### src/rtl/csr_access_unit_pkg.sv
// Shared types, funct3 encodings and decode helpers for the Zicsr execute-stage sequencer.
package csr_access_unit_pkg;

    typedef enum logic [1:0] {
        CSR_NOP   = 2'b00,
        CSR_READ  = 2'b01,
        CSR_WRITE = 2'b10
    } csr_op_e;

    typedef enum logic [1:0] {
        S_IDLE,
        S_READ,
        S_WRITE,
        S_RESP
    } state_e;

    localparam logic [2:0] F3_CSRRW  = 3'b001;
    localparam logic [2:0] F3_CSRRS  = 3'b010;
    localparam logic [2:0] F3_CSRRC  = 3'b011;
    localparam logic [2:0] F3_CSRRWI = 3'b101;
    localparam logic [2:0] F3_CSRRSI = 3'b110;
    localparam logic [2:0] F3_CSRRCI = 3'b111;

    function automatic logic csr_ro_addr(input logic [11:0] addr);
        return addr[11:10] == 2'b11;
    endfunction

    function automatic logic csr_is_imm(input logic [2:0] funct3);
        return funct3[2];
    endfunction

    function automatic logic csr_legal_funct3(input logic [2:0] funct3);
        return (funct3 == F3_CSRRW)  || (funct3 == F3_CSRRS)  || (funct3 == F3_CSRRC) ||
               (funct3 == F3_CSRRWI) || (funct3 == F3_CSRRSI) || (funct3 == F3_CSRRCI);
    endfunction

    function automatic logic csr_is_swap(input logic [2:0] funct3);
        return (funct3 == F3_CSRRW) || (funct3 == F3_CSRRWI);
    endfunction

    // Set/clear forms with rs1/zimm index 0 read the CSR but must not write it.
    function automatic logic csr_write_suppress(input logic [2:0] funct3, input logic [4:0] rs1_idx);
        return ((funct3 == F3_CSRRS)  || (funct3 == F3_CSRRC) ||
                (funct3 == F3_CSRRSI) || (funct3 == F3_CSRRCI)) && (rs1_idx == 5'd0);
    endfunction

endpackage

### src/rtl/csr_access_unit_if.sv
// Decode, CSR-file and writeback signals of the CSR access unit, grouped for the port list.
interface csr_access_unit_if #(
    parameter int XLEN = 32
);
    logic            in_valid;
    logic            in_ready;
    logic [2:0]      in_funct3;
    logic [11:0]     in_addr;
    logic [XLEN-1:0] in_rs1_data;
    logic [4:0]      in_rs1_idx;
    logic [4:0]      in_rd;
    logic            flush;

    logic [1:0]      csr_op;
    logic [11:0]     csr_addr;
    logic [XLEN-1:0] csr_wdata;
    logic [XLEN-1:0] csr_rdata;

    logic            wb_valid;
    logic            wb_ready;
    logic [4:0]      wb_rd;
    logic            wb_we;
    logic [XLEN-1:0] wb_data;
    logic            wb_illegal;

    modport slave (
        input  in_valid, in_funct3, in_addr, in_rs1_data, in_rs1_idx, in_rd, flush,
        input  csr_rdata, wb_ready,
        output in_ready, csr_op, csr_addr, csr_wdata,
        output wb_valid, wb_rd, wb_we, wb_data, wb_illegal
    );

    modport master (
        output in_valid, in_funct3, in_addr, in_rs1_data, in_rs1_idx, in_rd, flush,
        output csr_rdata, wb_ready,
        input  in_ready, csr_op, csr_addr, csr_wdata,
        input  wb_valid, wb_rd, wb_we, wb_data, wb_illegal
    );
endinterface

### src/rtl/csr_access_unit_wdata_gen.sv
// Combinational new-value computation for CSRRW/RS/RC and their immediate forms.
module csr_wdata_gen
    import csr_access_unit_pkg::*;
#(
    parameter int XLEN = 32
) (
    input  logic [2:0]      i_funct3,
    input  logic [XLEN-1:0] i_old,
    input  logic [XLEN-1:0] i_src,
    input  logic [4:0]      i_rs1_idx,
    output logic [XLEN-1:0] o_new_val,
    output logic            o_write_suppress
);

    // funct3[1:0] selects swap/set/clear identically for register and immediate forms.
    always_comb begin
        o_new_val = '0;
        case (i_funct3[1:0])
            2'b01:   o_new_val = i_src;
            2'b10:   o_new_val = i_old | i_src;
            2'b11:   o_new_val = i_old & ~i_src;
            default: o_new_val = '0;
        endcase
    end

    assign o_write_suppress = csr_write_suppress(i_funct3, i_rs1_idx);

endmodule

### src/rtl/csr_access_unit.sv
// Zicsr execute-stage sequencer: one instruction in flight, READ then WRITE to the CSR file,
// old value returned to writeback.
module csr_access_unit
    import csr_access_unit_pkg::*;
#(
    parameter int XLEN        = 32,
    parameter bit RO_CHECK_EN = 1'b1
) (
    input  logic               clk,
    input  logic               reset,
    csr_access_unit_if.slave   bus
);

    state_e          r_state;
    logic            r_inReady;
    csr_op_e         r_csrOp;
    logic [11:0]     r_csrAddr;
    logic [XLEN-1:0] r_csrWdata;
    logic            r_wbValid;
    logic [4:0]      r_wbRd;
    logic            r_wbWe;
    logic [XLEN-1:0] r_wbData;
    logic            r_wbIllegal;

    logic [2:0]      r_funct3;
    logic [XLEN-1:0] r_rs1Data;
    logic [4:0]      r_rs1Idx;
    logic [4:0]      r_rd;
    logic            r_illegal;
    logic [XLEN-1:0] r_old;

    logic            w_inSuppress;
    logic            w_inIllegal;
    logic            w_inSkipRead;
    logic [XLEN-1:0] w_old;
    logic [XLEN-1:0] w_src;
    logic [XLEN-1:0] w_newVal;
    logic            w_writeSuppress;

    // Illegality is decided at accept time so that an illegal instruction never issues a READ.
    assign w_inSuppress = csr_write_suppress(bus.in_funct3, bus.in_rs1_idx);
    assign w_inIllegal  = !csr_legal_funct3(bus.in_funct3) ||
                          (RO_CHECK_EN && csr_ro_addr(bus.in_addr) && !w_inSuppress);
    assign w_inSkipRead = w_inIllegal || (csr_is_swap(bus.in_funct3) && (bus.in_rd == 5'd0));

    assign w_old = (r_csrOp == CSR_READ) ? bus.csr_rdata : '0;
    assign w_src = csr_is_imm(r_funct3) ? XLEN'(r_rs1Idx) : r_rs1Data;

    csr_wdata_gen #(
        .XLEN(XLEN)
    ) u_wdataGen (
        .i_funct3        (r_funct3),
        .i_old           (w_old),
        .i_src           (w_src),
        .i_rs1_idx       (r_rs1Idx),
        .o_new_val       (w_newVal),
        .o_write_suppress(w_writeSuppress)
    );

    always_ff @(posedge clk) begin
        if (reset) begin
            r_state     <= S_IDLE;
            r_inReady   <= 1'b1;
            r_csrOp     <= CSR_NOP;
            r_csrAddr   <= '0;
            r_csrWdata  <= '0;
            r_wbValid   <= 1'b0;
            r_wbRd      <= '0;
            r_wbWe      <= 1'b0;
            r_wbData    <= '0;
            r_wbIllegal <= 1'b0;
            r_funct3    <= '0;
            r_rs1Data   <= '0;
            r_rs1Idx    <= '0;
            r_rd        <= '0;
            r_illegal   <= 1'b0;
            r_old       <= '0;
        end else begin
            case (r_state)
                S_IDLE: begin
                    if (bus.in_valid && !bus.flush) begin
                        r_state   <= S_READ;
                        r_inReady <= 1'b0;
                        r_funct3  <= bus.in_funct3;
                        r_rs1Data <= bus.in_rs1_data;
                        r_rs1Idx  <= bus.in_rs1_idx;
                        r_rd      <= bus.in_rd;
                        r_illegal <= w_inIllegal;
                        r_csrAddr <= bus.in_addr;
                        r_csrOp   <= w_inSkipRead ? CSR_NOP : CSR_READ;
                    end
                end
                // csr_rdata is combinational, so the old value is captured in the READ cycle itself.
                S_READ: begin
                    if (bus.flush) begin
                        r_state   <= S_IDLE;
                        r_inReady <= 1'b1;
                        r_csrOp   <= CSR_NOP;
                    end else begin
                        r_state    <= S_WRITE;
                        r_old      <= w_old;
                        r_csrWdata <= w_newVal;
                        r_csrOp    <= (r_illegal || w_writeSuppress) ? CSR_NOP : CSR_WRITE;
                    end
                end
                S_WRITE: begin
                    r_state     <= S_RESP;
                    r_csrOp     <= CSR_NOP;
                    r_wbValid   <= 1'b1;
                    r_wbRd      <= r_rd;
                    r_wbWe      <= !r_illegal && (r_rd != 5'd0);
                    r_wbData    <= r_old;
                    r_wbIllegal <= r_illegal;
                end
                S_RESP: begin
                    if (bus.wb_ready) begin
                        r_state   <= S_IDLE;
                        r_wbValid <= 1'b0;
                        r_inReady <= 1'b1;
                    end
                end
                default: begin
                    r_state <= S_IDLE;
                end
            endcase
        end
    end

    assign bus.in_ready   = r_inReady;
    assign bus.csr_op     = r_csrOp;
    assign bus.csr_addr   = r_csrAddr;
    assign bus.csr_wdata  = r_csrWdata;
    assign bus.wb_valid   = r_wbValid;
    assign bus.wb_rd      = r_wbRd;
    assign bus.wb_we      = r_wbWe;
    assign bus.wb_data    = r_wbData;
    assign bus.wb_illegal = r_wbIllegal;

endmodule

### src/flat_wrapper.sv
// flat-port wrapper written by rule: the top's interface ports become plain ports
module csr_access_unit_flat import csr_access_unit_pkg::*;
#(
    parameter int XLEN        = 32,
    parameter bit RO_CHECK_EN = 1'b1
)
  (clk, reset, bus_in_valid, bus_in_funct3, bus_in_addr, bus_in_rs1_data, bus_in_rs1_idx, bus_in_rd, bus_flush, bus_csr_rdata, bus_wb_ready, bus_in_ready, bus_csr_op, bus_csr_addr, bus_csr_wdata, bus_wb_valid, bus_wb_rd, bus_wb_we, bus_wb_data, bus_wb_illegal);
  csr_access_unit_if #(.XLEN(XLEN)) bus_i ();
  input  logic clk;
  input  logic reset;
  input wire logic [$bits(bus_i.in_valid)-1:0] bus_in_valid;
  input wire logic [$bits(bus_i.in_funct3)-1:0] bus_in_funct3;
  input wire logic [$bits(bus_i.in_addr)-1:0] bus_in_addr;
  input wire logic [$bits(bus_i.in_rs1_data)-1:0] bus_in_rs1_data;
  input wire logic [$bits(bus_i.in_rs1_idx)-1:0] bus_in_rs1_idx;
  input wire logic [$bits(bus_i.in_rd)-1:0] bus_in_rd;
  input wire logic [$bits(bus_i.flush)-1:0] bus_flush;
  input wire logic [$bits(bus_i.csr_rdata)-1:0] bus_csr_rdata;
  input wire logic [$bits(bus_i.wb_ready)-1:0] bus_wb_ready;
  output wire logic [$bits(bus_i.in_ready)-1:0] bus_in_ready;
  output wire logic [$bits(bus_i.csr_op)-1:0] bus_csr_op;
  output wire logic [$bits(bus_i.csr_addr)-1:0] bus_csr_addr;
  output wire logic [$bits(bus_i.csr_wdata)-1:0] bus_csr_wdata;
  output wire logic [$bits(bus_i.wb_valid)-1:0] bus_wb_valid;
  output wire logic [$bits(bus_i.wb_rd)-1:0] bus_wb_rd;
  output wire logic [$bits(bus_i.wb_we)-1:0] bus_wb_we;
  output wire logic [$bits(bus_i.wb_data)-1:0] bus_wb_data;
  output wire logic [$bits(bus_i.wb_illegal)-1:0] bus_wb_illegal;
  assign bus_i.in_valid = bus_in_valid;
  assign bus_i.in_funct3 = bus_in_funct3;
  assign bus_i.in_addr = bus_in_addr;
  assign bus_i.in_rs1_data = bus_in_rs1_data;
  assign bus_i.in_rs1_idx = bus_in_rs1_idx;
  assign bus_i.in_rd = bus_in_rd;
  assign bus_i.flush = bus_flush;
  assign bus_i.csr_rdata = bus_csr_rdata;
  assign bus_i.wb_ready = bus_wb_ready;
  assign bus_in_ready = bus_i.in_ready;
  assign bus_csr_op = bus_i.csr_op;
  assign bus_csr_addr = bus_i.csr_addr;
  assign bus_csr_wdata = bus_i.csr_wdata;
  assign bus_wb_valid = bus_i.wb_valid;
  assign bus_wb_rd = bus_i.wb_rd;
  assign bus_wb_we = bus_i.wb_we;
  assign bus_wb_data = bus_i.wb_data;
  assign bus_wb_illegal = bus_i.wb_illegal;
  csr_access_unit #(.XLEN(XLEN), .RO_CHECK_EN(RO_CHECK_EN)) u_core (.clk(clk), .reset(reset), .bus(bus_i));
endmodule
### config.mk
export PLATFORM = sky130hd
export DESIGN_NAME = csr_access_unit_flat
export DESIGN_NICKNAME = d
export VERILOG_FILES = /design/src/rtl/csr_access_unit_pkg.sv /design/src/rtl/csr_access_unit_if.sv /design/src/rtl/csr_access_unit_wdata_gen.sv /design/src/rtl/csr_access_unit.sv /design/src/flat_wrapper.sv
export SDC_FILE = /design/constraint.sdc
export NUM_CORES = 1
export LEC_CHECK = 0
export ABC_AREA = 1
export CAP_MARGIN = 20
export CORE_ASPECT_RATIO = 0.5
export CORE_MARGIN = 8
export CORE_UTILIZATION = 49
export CTS_CLUSTER_DIAMETER = 150
export CTS_CLUSTER_SIZE = 24
export DETAILED_ROUTE_END_ITERATION = 8
export PLACE_DENSITY_LB_ADDON = 0.25
export REMOVE_ABC_BUFFERS = 1
export SLEW_MARGIN = 30
export SYNTH_ARGS = -nofsm -noshare
export SYNTH_HDL_FRONTEND = slang
export SYNTH_SLANG_ARGS = --single-unit
### constraint.sdc
create_clock -name clk -period 1.85 [get_ports clk]
set_clock_uncertainty 0.1 [all_clocks]
set_input_delay 0.37 -clock clk [delete_from_list [all_inputs] [get_ports clk]]
set_output_delay 0.37 -clock clk [all_outputs]
set_load 0.03 [all_outputs]
=== Yosys cells after proc, flatten, opt, wreduce, memory -nomap -nowiden ===
Index checks and enable logic that the tools add are counted.

* Register bits after elaboration: 167
* Input port bits: 94
* Output and inout port bits: 87

* Equal/unequal tests: 21
* Mux-type cells: 18
* Bitwise logic cells: 4
* Reduce and logical (&&, ||, !) cells: 39

{| class="wikitable"
|+ Operator list
! operator !! number
|-
| 32-bit one-hot mux with 3 select lines || 1
|-
| 32-bit two-way mux || 2
|-
| 32-bit AND || 1
|-
| 32-bit inverter || 1
|-
| 32-bit OR || 1
|-
| 3-bit == test, second input constant || 5
|-
| 5-bit logical NOT || 3
|-
| 1-bit logical OR || 15
|-
| 3-bit by 2-bit == test with 1-bit output, second input constant || 4
|-
| 2-bit two-way mux || 6
|-
| 2-bit == test, second input constant || 5
|-
| 2-bit AND reduction || 5
|-
| 2-bit one-hot mux with 4 select lines || 1
|-
| 2-bit by 1-bit == test with 1-bit output, second input constant || 3
|-
| 1-bit logical AND || 6
|-
| 2-bit one-hot mux with 3 select lines || 1
|-
| 3-bit nonzero test || 2
|-
| 1-bit two-way mux || 5
|-
| 5-bit nonzero test || 1
|-
| 1-bit logical NOT || 4
|-
| 2-bit inequality test, second input constant || 2
|-
| 4-bit AND reduction || 1
|-
| 3-bit by 1-bit == test with 1-bit output, second input constant || 1
|-
| 1-bit one-hot mux with 3 select lines || 1
|-
| 5 further kinds || 5
|}

=== Logic depth before layout (Yosys ltp) ===
* Depth after elaboration: 12
* Depth in mapped cells: 9

=== By module ===
Synthesis repeated with hierarchy kept, for this count alone.

* Cell total of the unflattened synthesis: 984
* Area, all modules: 7038.0 um2

{| class="wikitable"
|+ Modules (own cells, without submodules)
! module !! times used !! cells an instance !! area each (um2)
|-
| csr_access_unit || 1 || 838 || 6406.1
|-
| csr_wdata_gen || 1 || 146 || 631.9
|}

=== Worst setup path before layout ===
OpenSTA, ideal clock, no wires.

* Path type: reg-to-reg
* From: register u_core.r_state[0]
* To: register u_core.r_rs1Data[12]
* Library setup time: 128 ps
* Data arrival time: 1235 ps
* Path slack: 386 ps
* Stages on the path, launching flop included: 9
* Buffers on the path: 1
* Path through: dfxtp_1 -> inv_1 -> ha_1 -> inv_1 -> nor2_4 -> inv_2 -> buf_2 -> o21ai_0 -> a21oi_1

* Word-level cells in the longest chain between the ends: 2

{| class="wikitable"
|+ RTL lines
! element !! line !! source
|-
| start, declared || csr_access_unit.sv:14 || <nowiki>state_e r_state;</nowiki>
|-
| start signal, assigned || csr_access_unit.sv:62 || <nowiki>r_state <= S_IDLE;</nowiki>
|-
| start signal, assigned || csr_access_unit.sv:82 || <nowiki>r_state <= S_READ;</nowiki>
|-
| start signal, assigned || csr_access_unit.sv:96 || <nowiki>r_state <= S_IDLE;</nowiki>
|-
| 2-bit logical NOT || csr_access_unit.sv:79 || <nowiki>case (r_state)</nowiki>
|-
| 2-bit AND reduction (no line) || n/a ||
|-
| end signal, assigned || csr_access_unit.sv:85 || <nowiki>r_rs1Data <= bus.in_rs1_data;</nowiki>
|-
| end, declared || csr_access_unit.sv:26 || <nowiki>logic [XLEN-1:0] r_rs1Data;</nowiki>
|}

No other way between the ends.
A chain may end at the register's enable or synchronous reset.

=== Worst setup path after layout ===
* From: register u_core.r_wbData[21] (netlist: u_core.bus.wb_data[21])
* To: output bus_wb_data[21]

{| class="wikitable"
|+ RTL lines
! element !! line !! source
|-
| start, declared || csr_access_unit.sv:22 || <nowiki>logic [XLEN-1:0] r_wbData;</nowiki>
|-
| start signal, assigned || csr_access_unit.sv:112 || <nowiki>r_wbData <= r_old;</nowiki>
|-
| end, declared || flat_wrapper.sv:27 || <nowiki>output wire logic [$bits(bus_i.wb_data)-1:0] bus_wb_data;</nowiki>
|}

No word-level cell between the ends.

==> flow_summary_export.csv <==
group,metric,value,unit
layout,nets,1239,
floorplanning,std_cell_rows,30,
global_routing,grt_usage,0.220,
clocking,cts.sinks,167,
yosys,netlist_area,6890,um2
power_and_ir_drop,peakVddDrop,886,uV
worst_hold_path,holdPathStages,3,
layout,syn2layout_area_growth,35.7,%
critical_path,rrSetupSlack,0.19,ns
power_and_ir_drop,power_density,1190,nW/um2
route,via_per_inst,4.99,
critical_path,crit_family,"buffers and inverters",
floorplanning,die-area,18300,um2
clocking,clock_path_buffers,2,
route,via_count,6718,
layout,mostFrequentLayoutCell,"nand2_1",
critical_path,critPathSlowestCell,"dlygate4sd2_1",
power_and_ir_drop,p_int,7.13,mW
yosys,synth_cell_types,24,
critical_path,worstPathRequired,1.38,ns
global_routing,grt_pass1_vias,6793,
timing,post-route-period-util,0.903,
route,firstDrtPassIters,7,
critical_path,reg2reg_from,"u_core.r_funct3[1]",
timing,relSlewSlack,0.601,
critical_path,critical_path_class,"reg -> out",
timing,rsz0062_at_grt,"false",
clocking,ctsRootBufferMaster,"clkbuf_16",
yosys,synth_warnings,0,
critical_path,cp-end-kind,"output pin",
timing,timing.fmax,598,MHz
timing,whs,0.339,ns
timing,hold_viol,0,
clocking,postCtsHoldBufs,0,
clocking,numCtsBuffers,17,
global_routing,grt_max_degree,115,
flow_run,drv_cap,0,
run_status,status,"complete, no violations",
route,wl_per_cell,14.9,um
worst_hold_path,worstHoldStart,"reset",
route,drtAntennaViolNets,0,
floorplanning,core_area,13600,um2
global_routing,grt_pass1_wl,33200,um
timing,fin_ws,0.179,ns
global_routing,grt_overflow,0,
critical_path,max_stage_delay,0.42,ns
layout,post-route-util,0.686,
floorplanning,die_h,99.8,um
route,drc,0,
power_and_ir_drop,p_comb_frac,0.301,
power_and_ir_drop,switching_share,0.358,
timing,report.final.setup_viol,0,
route,wl,20100,um
clocking,cts_tree,"built",
layout,drive_above_1_share,0.0624,
critical_path,cp_cell_sequence,"dlygate4sd2_1",
placement,dpl_cell_area,8900,um2
floorplanning,io_pins,181,
clocking,clock_latency,0.42,ns
power_and_ir_drop,switching_power,3.98,mW
layout,design_area,9350,um2
power_and_ir_drop,leakage,4.31,nW
critical_path,crit_fanout,2,
timing,tns,0,ns
clocking,h-tree-depth,4,
layout,final_cell_mix,"nand2_1, nor2_1, dfxtp_1",
power_and_ir_drop,pwr-share-clk,0.303,
yosys,ys_ff_latch,167,
critical_path,r2r_end,"u_core.bus.csr_op[1]",
critical_path,reg2regPathDepth,5,
placement,globalplace.congestion,0.780,
placement,dp_hpwl,13800,um
layout,antenna_cells,0,
yosys,netlist_instances,978,
yosys,seq_area_frac_synth,0.486,
power_and_ir_drop,power,11.1,mW
yosys,postSynthAreaPerCell,7.04,um2
clocking,post-cts-setup-buffers,0,
placement,numPortBuffers,180,
timing,finalCriticalPeriod,1.67,ns
route,drt_iter0_drc,406,
global_routing,antenna_found_initial,0,
critical_path,cp-start-kind,"flip-flop",
worst_hold_path,min_to,"u_core.bus.csr_wdata[22]",
worst_hold_path,hp-class,"in -> reg",
timing,report.final.slew_viol_count,0,
layout,fin_cells,1345,
power_and_ir_drop,power.share.sequential,0.396,
placement,pre_cts_slack,-0.0258,ns
clocking,clk_pin_slew,0.07,ns
floorplanning,die_x,184,um
critical_path,worst-path-buf-inv,1,
timing,worstMarginPinSlew,0.598,ns
placement,placed_cells,1314,
floorplanning,start_util,0.505,
critical_path,cp.arrival,1.20,ns
## final cells by class
type | count | area, um2
clock inverters | 12 | 120
multi-input cells | 666 | 2910
clock buffers | 19 | 433
repair buffers | 205 | 1980
well taps | 192 | 240
fillers | 1213 | 4280
flip-flops and latches | 167 | 3340
inverters | 84 | 320
## cell usage after synthesis, drive strengths merged
cell type  count  area, um2
buf           38        234
nor3           3       15.0
a22oi          1       7.51
clkbuf        23       86.3
dfxtp        167       3340
o21ai        132        661
clkinv         2       8.75
inv           82        308
nand3          9       45.0
ha             4       50.1
nand4          3       18.8
a21oi        105        544
nand2        222        833
nor2         187        731
## metal layers
| layer | vias to the layer above | track usage | routed length, um |
|---|---|---|---|
| li1 | 3409 | - | - |
| met1 | 3112 | 0.269 | 8860 |
| met2 | 175 | 0.375 | 9630 |
| met3 | 22 | 0.0584 | 1320 |
| met4 | 0 | 0.0689 | 240 |
| met5 | - | 0 | 0 |
## power groups by stage
stage / Clock [mW] / Combinational, mW / Sequential [mW]
2_1_floorplan: 0 / 1.38 / 5.00
5_1_grt: 3.58 / 3.70 / 4.45
3_3_place_gp: 0 / 3.48 / 4.45
6_report: 3.37 / 3.35 / 4.39
3_5_place_dp: 0 / 3.54 / 4.47
4_1_cts: 3.42 / 3.37 / 4.39
## worst reg2reg max path, stage by stage (launching register included)
cell     delay, ns
dfxtp_1       0.53
inv_1         0.38
nor2_1        0.18
nand4_1       0.14
a21oi_1       0.17
nor2_1        0.06
## sequential cells by signal, summed over array words and instances, names as in the netlist, named ones only
signal,flops
u_core.bus.csr_addr,12
u_core.bus.csr_op,2
u_core.bus.csr_wdata,32
u_core.bus.in_ready,1
u_core.bus.wb_data,32
u_core.bus.wb_illegal,1
u_core.bus.wb_rd,5
u_core.bus.wb_valid,1
u_core.bus.wb_we,1
u_core.r_funct3,3
u_core.r_illegal,1
u_core.r_old,32
u_core.r_rd,5
u_core.r_rs1Data,32
u_core.r_rs1Idx,5
u_core.r_state,1
## worst max path at each step
stage,startpoint,end,depth (start not counted)
2_1_floorplan,flip-flop,u_core.bus.csr_wdata[0],8
3_3_place_gp,bus_flush,u_core.bus.csr_wdata[3],7
6_report,u_core.bus.wb_data[21],bus_wb_data[21],1
4_1_cts,u_core.r_state[0],u_core.bus.wb_data[30],6
5_1_grt,u_core.r_funct3[1],u_core.bus.csr_wdata[10],6
3_5_place_dp,bus_flush,u_core.bus.csr_wdata[0],7
## cells by family (layout without fill, tap and decap cells)
group | after synthesis | count (layout) | synth area share
AND/OR/NAND/NOR | 424 | 424 | 0.239
flip-flops | 167 | 167 | 0.486
AO/OA/AOI/OAI | 238 | 238 | 0.176
buffers and inverters | 145 | 320 | 0.0925
adder cells (fa/ha/maj) | 4 | 4 | 0.00727
## timing repair
item	4_1_cts	5_1_grt
setup endpoints to repair	87	2
endpoints found under the hold margin	0	0
cloned	0	0
pin swaps	0	1
resized for setup	87	1
Power figures use the tool's default switching activity.
